==> config.mk <==
export PLATFORM = sky130hd
export DESIGN_NAME = gpio_apb_arbiter
export DESIGN_NICKNAME = d
export VERILOG_FILES = /design/src/rtl/gpio_apb_arb_pkg.sv /design/src/rtl/gpio_apb_arb_rr.sv /design/src/rtl/gpio_apb_arbiter.sv
export SDC_FILE = /design/constraint.sdc
export NUM_CORES = 1
export LEC_CHECK = 0
export BUFFER_PORTS_ARGS = -buffer_cell sky130_fd_sc_hd__buf_2
export CAP_MARGIN = 15
export CORE_AREA = 2 2 87 89
export CTS_BUF_LIST = sky130_fd_sc_hd__clkbuf_16
export DETAILED_ROUTE_END_ITERATION = 8
export DIE_AREA = 0 0 89 91
export PLACE_DENSITY = 0.8
export SLEW_MARGIN = 15
export SYNTH_ARGS = -nofsm -noshare
export SYNTH_HDL_FRONTEND = slang
export SYNTH_SLANG_ARGS = --single-unit
==> constraint.sdc <==
create_clock -name clk -period 1.8 [get_ports clk]
set_input_delay 0.09 -clock clk [delete_from_list [all_inputs] [get_ports clk]]
set_output_delay 0.09 -clock clk [all_outputs]
set_load 0.02 [all_outputs]
==> src/rtl/gpio_apb_arb_pkg.sv <==
// gpio_apb_arb_pkg: shared state encoding and width helpers for the GPIO APB arbiter.
package gpio_apb_arb_pkg;
  typedef enum logic [1:0] {IDLE, SETUP, ACCESS} arb_state_e;
  function automatic int idx_w(int n);
    return (n > 1) ? $clog2(n) : 1;
  endfunction
  function automatic int strb_w(int dw);
    return dw / 8;
  endfunction
endpackage

==> src/rtl/gpio_apb_arb_rr.sv <==
// gpio_apb_arb_rr: combinational round-robin picker, lowest offset from ptr among unmasked requests wins.
module gpio_apb_arb_rr #(
  parameter int N  = 2,
  parameter int IW = 1
) (
  input  logic [N-1:0]  req,
  input  logic [N-1:0]  mask,
  input  logic [IW-1:0] ptr,
  output logic          valid,
  output logic [IW-1:0] win
);
  always_comb begin
    valid = 1'b0;
    win   = '0;
    for (int k = N - 1; k >= 0; k--) begin
      if (req[(int'(ptr) + k) % N] && !mask[(int'(ptr) + k) % N]) begin
        valid = 1'b1;
        win   = IW'((int'(ptr) + k) % N);
      end
    end
  end
endmodule

==> src/rtl/gpio_apb_arbiter.sv <==
// gpio_apb_arbiter: round-robin arbiter sharing one APB slave port among NUM_REQ masters.
// Define GPIO_APB_ARB_TIMEOUT_EN to add an access-phase timeout that completes with an error.
module gpio_apb_arbiter
  import gpio_apb_arb_pkg::*;
#(
  parameter int NUM_REQ        = 2,
  parameter int ADDR_W         = 12,
  parameter int DATA_W         = 32,
  parameter int TIMEOUT_CYCLES = 64
) (
  input  logic                                 clk,
  input  logic                                 rst_n,
  input  logic [NUM_REQ-1:0]                   s_psel,
  input  logic [NUM_REQ-1:0]                   s_penable,
  input  logic [NUM_REQ-1:0]                   s_pwrite,
  input  logic [NUM_REQ*ADDR_W-1:0]            s_paddr,
  input  logic [NUM_REQ*DATA_W-1:0]            s_pwdata,
  input  logic [NUM_REQ*strb_w(DATA_W)-1:0]    s_pstrb,
  output logic [NUM_REQ-1:0]                   s_pready,
  output logic [DATA_W-1:0]                    s_prdata,
  output logic [NUM_REQ-1:0]                   s_pslverr,
  output logic                                 m_psel,
  output logic                                 m_penable,
  output logic                                 m_pwrite,
  output logic [ADDR_W-1:0]                    m_paddr,
  output logic [DATA_W-1:0]                    m_pwdata,
  output logic [strb_w(DATA_W)-1:0]            m_pstrb,
  input  logic [DATA_W-1:0]                    m_prdata,
  input  logic                                 m_pready,
  input  logic                                 m_pslverr,
  output logic [idx_w(NUM_REQ)-1:0]            grant_id,
  output logic                                 busy
);
  localparam int IW = idx_w(NUM_REQ);
  localparam int SW = strb_w(DATA_W);
  arb_state_e state, state_nx;
  logic [IW-1:0] rr_ptr, nxt_ptr, win;
  logic [NUM_REQ-1:0] gnt_oh, mask;
  logic valid, done, timeout, load;
  // Arbitration only progresses on psel; penable is carried by the protocol but not needed here.
  logic unused_penable;
  assign unused_penable = ^s_penable;
  assign gnt_oh  = NUM_REQ'(1) << grant_id;
  assign nxt_ptr = (int'(grant_id) == NUM_REQ - 1) ? '0 : grant_id + 1'b1;
  assign done    = (state == ACCESS) && (m_pready || timeout);
  assign mask    = done ? gnt_oh : '0;
  gpio_apb_arb_rr #(.N(NUM_REQ), .IW(IW)) u_rr (
    .req   (s_psel),
    .mask  (mask),
    .ptr   (done ? nxt_ptr : rr_ptr),
    .valid (valid),
    .win   (win)
  );
  always_comb begin
    load     = valid && (state == IDLE || done);
    state_nx = load ? SETUP : (state == SETUP) ? ACCESS : done ? IDLE : state;
  end
  assign m_psel    = state != IDLE;
  assign m_penable = state == ACCESS;
  assign busy      = m_psel;
  assign s_pready  = done ? gnt_oh : '0;
  assign s_pslverr = (done && (!m_pready || m_pslverr)) ? gnt_oh : '0;
  assign s_prdata  = (state == ACCESS && m_pready) ? m_prdata : '0;
  always_ff @(posedge clk) begin
    if (!rst_n) begin
      state    <= IDLE;
      rr_ptr   <= '0;
      grant_id <= '0;
      m_pwrite <= 1'b0;
      m_paddr  <= '0;
      m_pwdata <= '0;
      m_pstrb  <= '0;
    end else begin
      state <= state_nx;
      if (done) rr_ptr <= nxt_ptr;
      if (load) begin
        grant_id <= win;
        m_pwrite <= s_pwrite[win];
        m_paddr  <= s_paddr[int'(win)*ADDR_W +: ADDR_W];
        m_pwdata <= s_pwdata[int'(win)*DATA_W +: DATA_W];
        m_pstrb  <= s_pstrb[int'(win)*SW +: SW];
      end
    end
  end
`ifdef GPIO_APB_ARB_TIMEOUT_EN
  localparam int TW = $clog2(TIMEOUT_CYCLES) + 1;
  logic [TW-1:0] to_cnt;
  // Held at zero outside ACCESS, so every entry to ACCESS starts a fresh count.
  always_ff @(posedge clk) begin
    if (!rst_n || state != ACCESS) to_cnt <= '0;
    else if (!m_pready) to_cnt <= to_cnt + 1'b1;
  end
  assign timeout = (state == ACCESS) && !m_pready && (to_cnt == TW'(TIMEOUT_CYCLES - 1));
`else
  localparam int unused_timeout = TIMEOUT_CYCLES;
  assign timeout = 1'b0;
`endif
endmodule
# --- After elaboration in Yosys (flattened, before gate mapping) ---
# Cells that the tools add are included.
totals:
  memories: 0
  reg_bits: 53
  romBits: 0
  inputBits: 138
  out_inout_bits: 89
  elab_cells: 61
  latchBits: 0
  mem_bits_rw: 0
classes:
  bitwise: 2
  n_lt_le_gt_ge: 3
  eq_ne: 2
  add_sub_neg: 2
  reduce_logical: 15
  n_shift: 4
  div_mod_pow: 0
  n_mul: 1
  mux: 24
op_table:
  columns: ["cell", "n"]
  rows:
  - ["64-bit by 7-bit indexed part select with 32-bit output", 1]
  - ["32-bit 2-to-1 mux", 1]
  - ["24-bit by 6-bit indexed part select with 12-bit output", 1]
  - ["1-bit 2-to-1 mux", 19]
  - ["2-bit 2-to-1 mux", 4]
  - ["8-bit by 4-bit indexed part select with 4-bit output", 1]
  - ["1-bit logical AND", 5]
  - ["1-bit by 2-bit < comparator with 1-bit output (second input constant)", 2]
  - ["2-bit nonzero test", 2]
  - ["1-bit logical NOT", 3]
  - ["2-bit by 3-bit < comparator with 1-bit output (second input constant)", 1]
  - ["1-bit by 2-bit multiplier with 3-bit output (second input constant)", 1]
  - ["3-bit nonzero test", 1]
  - ["1-bit adder (second input constant)", 2]
  - ["2-bit by 1-bit equality test with 1-bit output (second input constant)", 1]
  - ["2-bit equality test (second input constant)", 1]
  - ["2-bit logical NOT", 1]
  - ["1-bit logical OR", 2]
  - ["2-bit OR reduction", 1]
  - ["1-bit by 1-bit left shift with 2-bit output (first input constant)", 1]
  - ["1-bit AND (first input constant)", 1]
  - ["1-bit NOT", 1]

# --- Logic depth before layout (Yosys ltp) ---
# Gate-level depths: netlist (run 1).
depth:
  word_depth: 14
  mapped_depth: 7
  mapped_depth_nobuf: 4

# --- Cells and area by module ---
# A second synthesis (run 1) with hierarchy kept.
hier_totals:
  cells_unflattened: 293
  hier_area_um2: 2757.6
by_module_without_submodules:
  columns: ["mod", "seq_area_each_um2", "area_per_inst_um2", "n_inst", "cells_per_inst"]
  rows:
  - ["gpio_apb_arbiter", 1061.0, 2721.4, 1, 288]
  - ["gpio_apb_arb_rr", 0.0, 36.3, 1, 5]

# --- Worst setup path after synthesis (run 1) ---
# OpenSTA, ideal clock, no wires.
synth_path:
  path_kind: "reg2reg"
  start: "register grant_id"
  end: "register m_paddr[0]"
  path_stages_with_launch: 7
  synth_period_minus_slack_ns: 1.805
  t_arrival_ns: 1.663
  path_slack_ns: -0.005
  setup_time_ns: 0.142
  n_path_buf: 2
  required_time_ns: 1.658
  path_cell_list: "dfxtp_1 -> a21boi_0 -> or3_1 -> nand2_1 -> buf_2 -> buf_2 -> a311oi_2"
synth_via:
  elab_chain_cells: 13
  word_cells_on_any_way: 27
  cone_classes: "2 x add/sub; 1 x mul; 2 x shift; 17 x mux; 5 x reduce/logical"
synth_lines:
  columns: ["element", "line", "text"]
  rows:
  - ["from (decl)", "gpio_apb_arbiter.sv:31", "output logic [idx_w(NUM_REQ)-1:0] grant_id,"]
  - ["from (signal assigned)", "gpio_apb_arbiter.sv:77", "grant_id <= win;"]
  - ["1-bit adder", "gpio_apb_arbiter.sv:44", "assign nxt_ptr = (int'(grant_id) == NUM_REQ - 1) ? '0 : grant_id + 1'b1;"]
  - ["1-bit 2-to-1 mux", "gpio_apb_arbiter.sv:44", null]
  - ["1-bit 2-to-1 mux", null, null]
  - ["1-bit adder", "gpio_apb_arb_rr.sv:16, gpio_apb_arb_rr.sv:18", null]
  - ["1-bit 2-to-1 mux (not written as such) (3 in series)", "gpio_apb_arb_rr.sv:16", "if (req[(int'(ptr) + k) % N] && !mask[(int'(ptr) + k) % N]) begin"]
  - ["1-bit logical NOT", "gpio_apb_arb_rr.sv:16", null]
  - ["1-bit logical AND", "gpio_apb_arb_rr.sv:16", null]
  - ["1-bit 2-to-1 mux (2 in series)", "gpio_apb_arb_rr.sv:16", null]
  - ["1-bit by 2-bit multiplier with 3-bit output", "gpio_apb_arbiter.sv:79", "m_paddr <= s_paddr[int'(win)*ADDR_W +: ADDR_W];"]
  - ["24-bit by 6-bit indexed part select with 12-bit output", "gpio_apb_arbiter.sv:79", null]
  - ["to (signal assigned)", "gpio_apb_arbiter.sv:79", null]
  - ["to (decl)", "gpio_apb_arbiter.sv:25", "output logic [ADDR_W-1:0] m_paddr,"]
# Several ways; a longest one is shown, not always the timed one. The select of a mux whose other input is x is not followed.
# A chain may end at the register's enable or synchronous reset.

# --- Worst setup path after layout (run 1) ---
layout_path:
  start: "register state[1]"
  end: "output s_pslverr[0]"
layout_via:
  elab_chain_cells: 4
layout_lines:
  columns: ["element", "line", "text"]
  rows:
  - ["from (decl)", "gpio_apb_arbiter.sv:36", "arb_state_e state, state_nx;"]
  - ["from (signal assigned)", "gpio_apb_arbiter.sv:74", "state <= state_nx;"]
  - ["2-bit equality test", "gpio_apb_arbiter.sv:45", "assign done = (state == ACCESS) && (m_pready || timeout);"]
  - ["1-bit logical AND", "gpio_apb_arbiter.sv:45", null]
  - ["1-bit logical AND", "gpio_apb_arbiter.sv:62", "assign s_pslverr = (done && (!m_pready || m_pslverr)) ? gnt_oh : '0;"]
  - ["2-bit 2-to-1 mux", "gpio_apb_arbiter.sv:62", null]
  - ["to (decl)", "gpio_apb_arbiter.sv:21", "output logic [NUM_REQ-1:0] s_pslverr,"]
# Every way passes these cells.

==> summary.md, run 1 <==
| Metric | Value |
|---|---|
| Initial antenna violation count | `0` |
| Design area | `between 4000 and 5000 um^2` |
| Total nets after synthesis | `485` |
| Vias per cell | `5.14` |
| Setup TNS Final | `0 ns` |
| # diodes | `0` |
| Clk buf depth | `2` |
| Cell Area, Synth | `2730 um^2` |
| NumNets Final | `approximately 700` |
| Clk slew on worst S/H paths | `0.06 ns` |
| Die Footprint | `8100 um^2` |
| Die W | `89 um` |
| Gpl congestion | `around 0.8` |
| CTS Buf Count | `5` |
| Peak supply drop | `0.431 mV` |
| Sequential-to-total area share from yosys stat | `0.389` |
| Fraction of layout cells with a size suffix above 1 | `0.479` |
| Root buffer cell | `clkbuf_16` |
| Avg Cell Area, Syn | `7.86 um^2` |
| Synth unique cells | `27` |
| Max-cap violation count | `0` |
| Leakage power figure | `0.00215 uW` |
| Final Hold Viols | `0` |
| Worst-skew pair later-pin latency | `0.28 ns` |
| CTS tree | `done` |
| Min Tclk post-route | `1.71 ns` |
| Cells after synthesis | `347` |
| Worst reg-to-reg path cell count | `6` |
| Yosys reg bits | `53` |
| Starting Density | `0.382` |
| CTS sink cnt | `53` |
| Area grow syn2layout | `54.2%` |
| First-pass GRT wire length | `about 14 mm` |
| RSZ-0062 raised after global routing | `false` |
| Core Box Area | `7140 um^2` |
| Yosys warns | `0` |
| WP data arrival | `1.62 ns` |
| Cell Area, Placed | `3970 um^2` |
| Endpoint class of the critical path | `primary output` |
| Clk_skew | `0.00571 ns` |
| Startpoint types | `register` |
| DRT Pass-1 Iters | `4` |
| Final ANT Viol Nets | `0` |
| GRT Total Usage | `0.213` |
| Total grt overflow | `0` |
| Worst hold stages | `2` |
| H-tree Lvls | `2` |
| Critical Path RT | `about 1.7 ns` |
| Largest net degree at the start of global routing | `50` |
| Filler cells | `about 690` |
| Max-slew headroom | `0.525` |
| FF/Latch Area | `1060 um^2` |
| Largest fanout on the critical path | `34` |
| Final slew viol count | `0` |
| Layout Utilization | `0.589` |
| PortBufs | `224` |
| Multi-input gate area | `around 1500 um^2` |
| Ports | `227` |
| DRC violations left | `0` |
| Max Clock Freq | `0.585 GHz` |
| Die Ht | `about 90 um` |
| HP Class | `input port to register` |
| Final setup violation count | `0` |
| Wire per inst | `about 15 um` |
| Routed wire length | `9.72 mm` |
| PD cells | `834 nW/um^2` |
| Post-detail-place hpwl | `6.81 mm` |
| Fin crit share | `0.950` |
| WS Path Type | `register to primary output` |
| Vias | `3381` |
| Outcome | `completed` |
| Vias in the first global route | `about 3100` |
| DRT iter0 DRCs | `180` |
| Rows | `31` |
| Worst-margin pin slew | `0.709 ns` |
==> where the power goes <==
| group | switching [uW] | internal [uW] | total (uW) | leakage (uW) |
|---|---|---|---|---|
| clock network | 402 | 506 | 907 | 0.0000748 |
| registers | 83.5 | 1320 | 1410 | 0.000441 |
| logic | 701 | 492 | 1190 | 0.00163 |
| total | 1190 | 2320 | 3510 | 0.00215 |
==> stage by stage <==
step	power, uW	cells	worst slack (ns)	hold WS (ns)
2_1_floorplan	2120	347	0.119	0.208
3_3_place_gp	2560	647	0.213	0.345
3_5_place_dp	2590	647	0.120	0.341
4_1_cts	3520	655	0.0196	0.0453
5_1_grt	3710	658	0.0225	0.0586
6_report	3510	658	0.0903	0.0508
==> final timing paths <==
| check | to | slack (ns) | from |
|---|---|---|---|
| hold reg to reg | grant_id | 0.53 | grant_id |
| hold / removal | rr_ptr | 0.05 | rst_n |
| setup / recovery | s_pslverr[0] | 0.09 | state[1] |
| setup reg to reg | m_pwdata[23] | 0.10 | state[0] |
==> worst max-delay path: stages, from the launching register on <==
cell,delay (ns)
dfxtp_2,0.38
and3b_2,0.29
buf_12,0.18
nor2b_2,0.20
and2_1,0.14
buf_2,0.16
==> flip-flops by register name (all words and copies together) (netlist names) <==
signal	count
m_pwdata	32
rr_ptr	1
state	2
grant_id	1
m_pstrb	4
m_paddr	12
m_pwrite	1
==> layout by cell type (no fill, tap or decap), types with 2 or more instances in the layout <==
cell       synthesis  final
a311oi_1          39     38
and2_1            33     33
clkinv_2           0      2
buf_4              1      6
o21ai_0            2      2
nor2_1             2      2
nand2_1          100     99
clkbuf_16          0      7
nor2b_1            4      3
inv_1              4      5
a311oi_2          10     11
dfxtp_2            0      3
dfxtp_1           53     50
buf_2              5    224
nor3_1            50     49
a21oi_1            2      2
buf_12             0      7
==> cell type report <==
type | instances | area share
flip-flops and latches | 53 | 0.253
clock inverters | 3 | 0.00327
clock buffers | 5 | 0.0298
multi-input cells | 254 | 0.357
well taps | 99 | 0.0295
inverters | 5 | 0.00446
repair buffers | 239 | 0.323
==> logic make-up (layout without fill, tap and decap cells) <==
group,after synthesis,in the layout,share of synthesized area
buf+inv,40,252,0.0670
simple gates,195,195,0.332
flops,53,53,0.389
compound gates,59,59,0.212
==> synth_stat cells <==
cell,instances,share of area
and3_1,1,0.0023
nand3_1,1,0.0018
nor2_1,2,0.0028
buf_4,1,0.0028
buf_6,3,0.012
nand4b_1,1,0.0032
o311ai_4,1,0.0096
o311a_1,1,0.0037
and3b_1,1,0.0032
nor3_1,50,0.092
nor2b_1,4,0.0092
inv_1,4,0.0055
o21ai_0,2,0.0037
a21boi_0,1,0.0028
or3_1,1,0.0023
clkinv_1,1,0.0014
clkbuf_1,26,0.036
a21oi_1,2,0.0037
dfxtp_1,53,0.39
buf_2,5,0.0092
or2_2,1,0.0023
o21a_1,2,0.0055
nand2_1,100,0.14
a311oi_1,39,0.13
a311oi_2,10,0.055
a31oi_1,1,0.0023
and2_1,33,0.076
==> layer usage <==
metal | GRT usage | up-vias | part of all wire
met5 | 0 | - | 0
met4 | 0.0498 | 0 | 0.0080
met2 | 0.371 | 157 | 0.49
li1 | - | 1651 | -
met1 | 0.256 | 1565 | 0.42
met3 | 0.0618 | 8 | 0.083
==> timing repair <==
item	4_1_cts	5_1_grt
gates resized for setup	4	4
hold buffers	0	0
pin swaps	0	2
buffers inserted	0	1
gates cloned	0	2
setup endpoints to repair	2	2
No activity file was read; power rests on OpenSTA's default activity.
==> run 2: changes to the inputs <==
--- a/config.mk
+++ b/config.mk
@@ -7,5 +7,4 @@
 export LEC_CHECK = 0
 export BUFFER_PORTS_ARGS = -buffer_cell sky130_fd_sc_hd__buf_2
-export CAP_MARGIN = 15
 export CORE_AREA = 2 2 87 89
 export CTS_BUF_LIST = sky130_fd_sc_hd__clkbuf_16
==> constraint.sdc (replaced) <==
create_clock -name clk -period 1.8 [get_ports clk]
set_input_delay 0.27 -clock clk [delete_from_list [all_inputs] [get_ports clk]]
set_output_delay 0.27 -clock clk [all_outputs]
set_load 0.02 [all_outputs]
==> summary.md, run 2 (synthesis gave the netlist of run 1 again) <==
| Metric | Value |
|---|---|
| Outcome | `completed` |
| Postcts setup bufs | `0` |
| Sw Ratio | `0.324` |
| Comb power frac | `0.319` |
| Root buffer cell | `clkbuf_16` |
| PortBufs | `224` |
| CTS tree | `done` |
| Largest fanout on the critical path | `18` |
| Commonest cells after routing, fill and taps aside | `buf_2 (224), nand2_1 (99), dfxtp_1 (51)` |
| DRT Pass-1 Iters | `4` |
| Internal power | `2430 uW` |
| Layout Utilization | `0.580` |
| Worst-skew pair later-pin latency | `0.28 ns` |
| # diodes | `0` |
| Final setup violation count | `0` |
| Vias in the first global route | `2966` |
| Clock Power Share | `0.291` |
| Net Switching | `1170 uW` |
| Max Clock Freq | `slightly below 0.6 GHz` |
| Ports | `between 200 and 250` |
| Largest reg by FF count | `m_pwdata` |
| First-pass GRT wire length | `13.7 mm` |
| Endpoint class of the critical path | `primary output` |
| Vias | `3332` |
| PD cells | `roughly 870 nW/um^2` |
| Startpoint types | `register` |
| DRT iter0 DRCs | `177` |
| NumNets Final | `694` |
| Total grt overflow | `0` |
| Max FFs per register | `32` |
| Routed wire length | `9.08 mm` |
| Final ANT Viol Nets | `0` |
| Vias per cell | `5.09` |
| Die Footprint | `8100 um^2` |
| Min Tclk post-route | `1.72 ns` |
| Setup TNS Final | `0 ns` |
| Register share of total power | `0.390` |
| Largest registers | `m_pwdata x32, m_paddr x12, m_pstrb x4` |
| Wire per inst | `13.9 um` |
| Clk slew on worst S/H paths | `0.06 ns` |
| Largest net degree at the start of global routing | `53` |
| Fraction of layout cells with a size suffix above 1 | `0.475` |
| Initial antenna violation count | `0` |
| Gpl congestion | `0.807` |
| CTS sink cnt | `53` |
| Clk_skew | `around 0.0059 ns` |
| H-tree Lvls | `2` |
| Rows | `31` |
| WP data arrival | `1.45 ns` |
| Most common cell after layout, fill and taps aside | `buf_2` |
| Max-slew headroom | `0.736` |
| Die Ht | `91 um` |
| Worst hold stages | `2` |
| Max-cap violation count | `0` |
| CTS Buf Count | `5` |
| Leakage power figure | `0.00211 uW` |
| Starting Density | `0.382` |
| Area grow syn2layout | `51.8%` |
| Worst-margin pin slew | `0.391 ns` |
| WS Path Type | `register to primary output` |
| HP Class | `input port to register` |
| Post-detail-place hpwl | `6.65 mm` |
| GRT Total Usage | `0.207` |
| Core Box Area | `7140 um^2` |
| Worst reg-to-reg path cell count | `5` |
| Final slew viol count | `0` |
| Critical Path RT | `1.53 ns` |
| DRC violations left | `0` |
| RSZ-0062 raised after global routing | `false` |
| Peak supply drop | `0.450 mV` |
| Fin crit share | `0.956` |
| Die W | `89 um` |
| Clk buf depth | `2` |
| Hold Slack | `between 0.2 and 0.25 ns` |
| Final Hold Viols | `0` |
[run 2: final timing paths]
kind,end,from,slack (ns)
max,s_prdata[27],state[1],0.08
min reg2reg,grant_id,grant_id,0.53
max reg2reg,m_pstrb[3],state[1],0.14
min,rr_ptr,rst_n,0.22
[run 2: power by group through the flow]
stage	Sequential, uW	Combinational [uW]	Clock [uW]
after floorplan	1600	522	0
after global placement	1420	1130	0
after detailed placement	1430	1150	0
after CTS	1400	1160	1080
after global routing	1420	1250	1130
final	1400	1150	1050
[run 2: final cells by class]
cell class | count | area (um^2)
inverters | 5 | 18.8
multi-input cells | 254 | 1500
clock inverters | 2 | 35.0
fillers | 677 | 3000
flip-flops and latches | 53 | 1060
clock buffers | 5 | 125
well taps | 99 | 124
repair buffers | 237 | 1280
[run 2: what timing repair did]
action / in CTS / in global routing
hold buffers: 0 / 0
resized for setup: 2 / 3
setup endpoints to repair: 34 / 6
pin swaps: 0 / 1
[run 2: through the flow]
| stage | total power [uW] | std cells | cell area, um^2 | setup slack, ns |
|---|---|---|---|---|
| 2_1_floorplan | 2120 | 347 | 2730 | 0.119 |
| 3_3_place_gp | 2550 | 648 | 3970 | 0.191 |
| 3_5_place_dp | 2580 | 648 | 3970 | 0.100 |
| 4_1_cts | 3640 | 655 | 4130 | 0.0546 |
| 5_1_grt | 3790 | 655 | 4140 | 0.0194 |
| 6_report | 3600 | 655 | 4140 | 0.0797 |
[run 2: critical path, stage by stage, from the launching register on]
cell and delay, ns:
dfxtp_2 0.38, and3b_2 0.29, buf_6 0.17, and2_1 0.16, buf_2 0.17
[run 2: layer usage]
| layer | up-vias | GRT usage | wire [um] |
|---|---|---|---|
| met1 | 1522 | 0.255 | 3790 |
| met2 | 146 | 0.359 | 4470 |
| met4 | 0 | 0.0473 | 116 |
| met3 | 14 | 0.0509 | 703 |
| met5 | - | 0 | 0 |
| li1 | 1650 | - | - |
==> run 3: changes to the inputs <==
clock period = 1.63 ns   (was 1.8 ns; I/O delays follow)
==> summary.md, run 3 (synthesis gave the netlist of run 1 again) <==
| Metric | Value |
|---|---|
| Final ANT Viol Nets | `0` |
| Final Hold Viols | `0` |
| Startpoint types | `register` |
| Starting Density | `0.382` |
| First-pass GRT wire length | `14.9 mm` |
| Clock Power Share | `0.262` |
| # diodes | `0` |
| Area grow syn2layout | `73.2%` |
| Design area | `4720 um^2` |
| Endpoint class of the critical path | `register` |
| Vias per cell | `5.24` |
| Comb power frac | `0.367` |
| Worst path top cell family by delay | `compound AO/OA/AOI/OAI gates` |
| Largest fanout on the critical path | `7` |
| Root buffer cell | `clkbuf_16` |
| Clk slew on worst S/H paths | `0.08 ns` |
| Worst-skew pair later-pin latency | `0.29 ns` |
| Post-detail-place hpwl | `roughly 7.2 mm` |
| Leakage power figure | `0.00230 uW` |
| Largest registers | `m_pwdata x32, m_paddr x12, m_pstrb x4` |
| Fraction of layout cells with a size suffix above 1 | `0.582` |
| WP data arrival | `1.93 ns` |
| Worst Path Buf+Inv | `3` |
| Max-cap violation count | `0` |
| Final setup violation count | `between 80 and 90` |
| Outcome | `finished, violations left` |
| Clk_skew | `0.00869 ns` |
| CTS sink cnt | `53` |
| Largest net degree at the start of global routing | `34` |
| Max-slew headroom | `0.744` |
| Peak supply drop | `0.434 mV` |
| Critical Path RT | `between 1.5 and 2 ns` |
| Setup TNS Final | `-4.25 ns` |
| Die Footprint | `8100 um^2` |
| Commonest cells after routing, fill and taps aside | `buf_2 (206), nand2_1 (75), dfxtp_1 (50)` |
| Ports | `227` |
| Largest reg by FF count | `m_pwdata` |
| CTS Buf Count | `5` |
| Wire per inst | `between 15 and 20 um` |
| Tot Pwr | `4170 uW` |
| H-tree Lvls | `2` |
| Routed wire length | `10.7 mm` |
| DRC violations left | `0` |
| HP Class | `input port to register` |
| Gpl congestion | `~0.82` |
| WS Path Type | `register to register` |
| Worst-margin pin slew | `between 0.3 and 0.4 ns` |
| Clk buf depth | `2` |
| RSZ-0062 raised after global routing | `true` |
| Non-filler cells in the finished layout | `668` |
| Register share of total power | `0.370` |
| GRT Total Usage | `0.226` |
| Die W | `89 um` |
| Initial antenna violation count | `0` |
| PortBufs | `224` |
| Vias | `approximately 3500` |
| Max FFs per register | `32` |
| Vias in the first global route | `roughly 3100` |
| Rows | `31` |
| Max Clock Freq | `0.578 GHz` |
| CTS tree | `done` |
| Worst path slowest cell | `dfxtp_4` |
| Final slew viol count | `0` |
| Failing checks | `negative setup slack` |
| PD cells | `about 880 nW/um^2` |
| Total grt overflow | `0` |
| Post-Place Cells | `651` |
| Slowest stage delay, CP | `0.34 ns` |
| DRT iter0 DRCs | `145` |
| Net Switching | `1470 uW` |
| Sw Ratio | `0.353` |
| Die Ht | `approximately 91 um` |
| Internal power | `2700 uW` |
| Core Box Area | `a little over 7000 um^2` |
| Hold Slack | `0.212 ns` |
| Hold buffers post-CTS | `0` |
| Most common cell after layout, fill and taps aside | `buf_2` |
| NumNets Final | `approximately 700` |
| Fin crit share | `1.06` |
| Setup ws final | `-0.0994 ns` |
| Cells along the critical path | `and3b_2, buf_6, o311ai_4, buf_12, clkbuf_16, nand2_2, a311oi_1` |
| DRT Pass-1 Iters | `6` |
| Min Tclk post-route | `1.73 ns` |
| Cell Area, Placed | `4050 um^2` |
-- run 3: cell types whose count changed in the layout (fill, tap and decap cells not counted), moves of 9 or more --
cell / previous run / this run
a311oi_2: 10 / 31
buf_4: 7 / 16
nand2_4: 0 / 10
buf_6: 2 / 13
buf_2: 224 / 206
nand2_1: 99 / 75
nand2_2: 1 / 15
a311oi_1: 39 / 18
-- run 3: power groups by stage --
stage               combinational, uW  sequential (uW)  clock (uW)
global route                     1640             1570        1160
floorplan                         579             1770           0
global placement                 1290             1570           0
detailed placement               1320             1580           0
finish                           1530             1550        1100
CTS                              1350             1540        1120
-- run 3: final timing paths --
| path | startpoint | to | slack [ns] | cells after the start |
|---|---|---|---|---|
| worst max-delay path | state[1] | m_pwdata[2] | -0.1 | 7 |
| worst min register to register | grant_id | grant_id | 0.55 | 2 |
| worst min-delay path | s_pwdata[3] | m_pwdata[3] | 0.21 | 3 |
| worst max register to register | state[1] | m_pwdata[2] | -0.1 | 7 |
-- run 3: per-stage QoR --
step	utilization	setup slack, ns
after floorplan	-	0.0149
after global placement	0.568	0.0604
after detailed placement	0.568	-0.00169
after CTS	0.597	-0.0631
after global routing	0.662	-0.174
final	0.662	-0.0994
-- run 3: final cells by class --
class,count,area (um^2)
clock buffers,5,125
clock inverters,3,26.3
fillers,625,2410
inverters,5,18.8
multi-input cells,254,1760
flip-flops and latches,53,1070
well taps,99,124
repair buffers,249,1600
-- run 3: tightest hold or removal path: stages --
cell and delay (ns):
buf_2 0.09, nand2_1 0.04, a311oi_1 0.07
-- run 3: layer usage --
layer	vias to the layer above	track usage	routed length (um)
met5	-	0	0
met3	21	0.0518	756
met4	0	0.0535	194
li1	1668	-	-
met1	1637	0.249	3920
met2	176	0.428	5850
-- run 3: what timing repair did --
item                                    CTS  global route
endpoints found under the setup margin   38            83
pin swaps                                 1            29
setup buffers                             3             1
cloned                                    0             5
resized for setup                        12            86
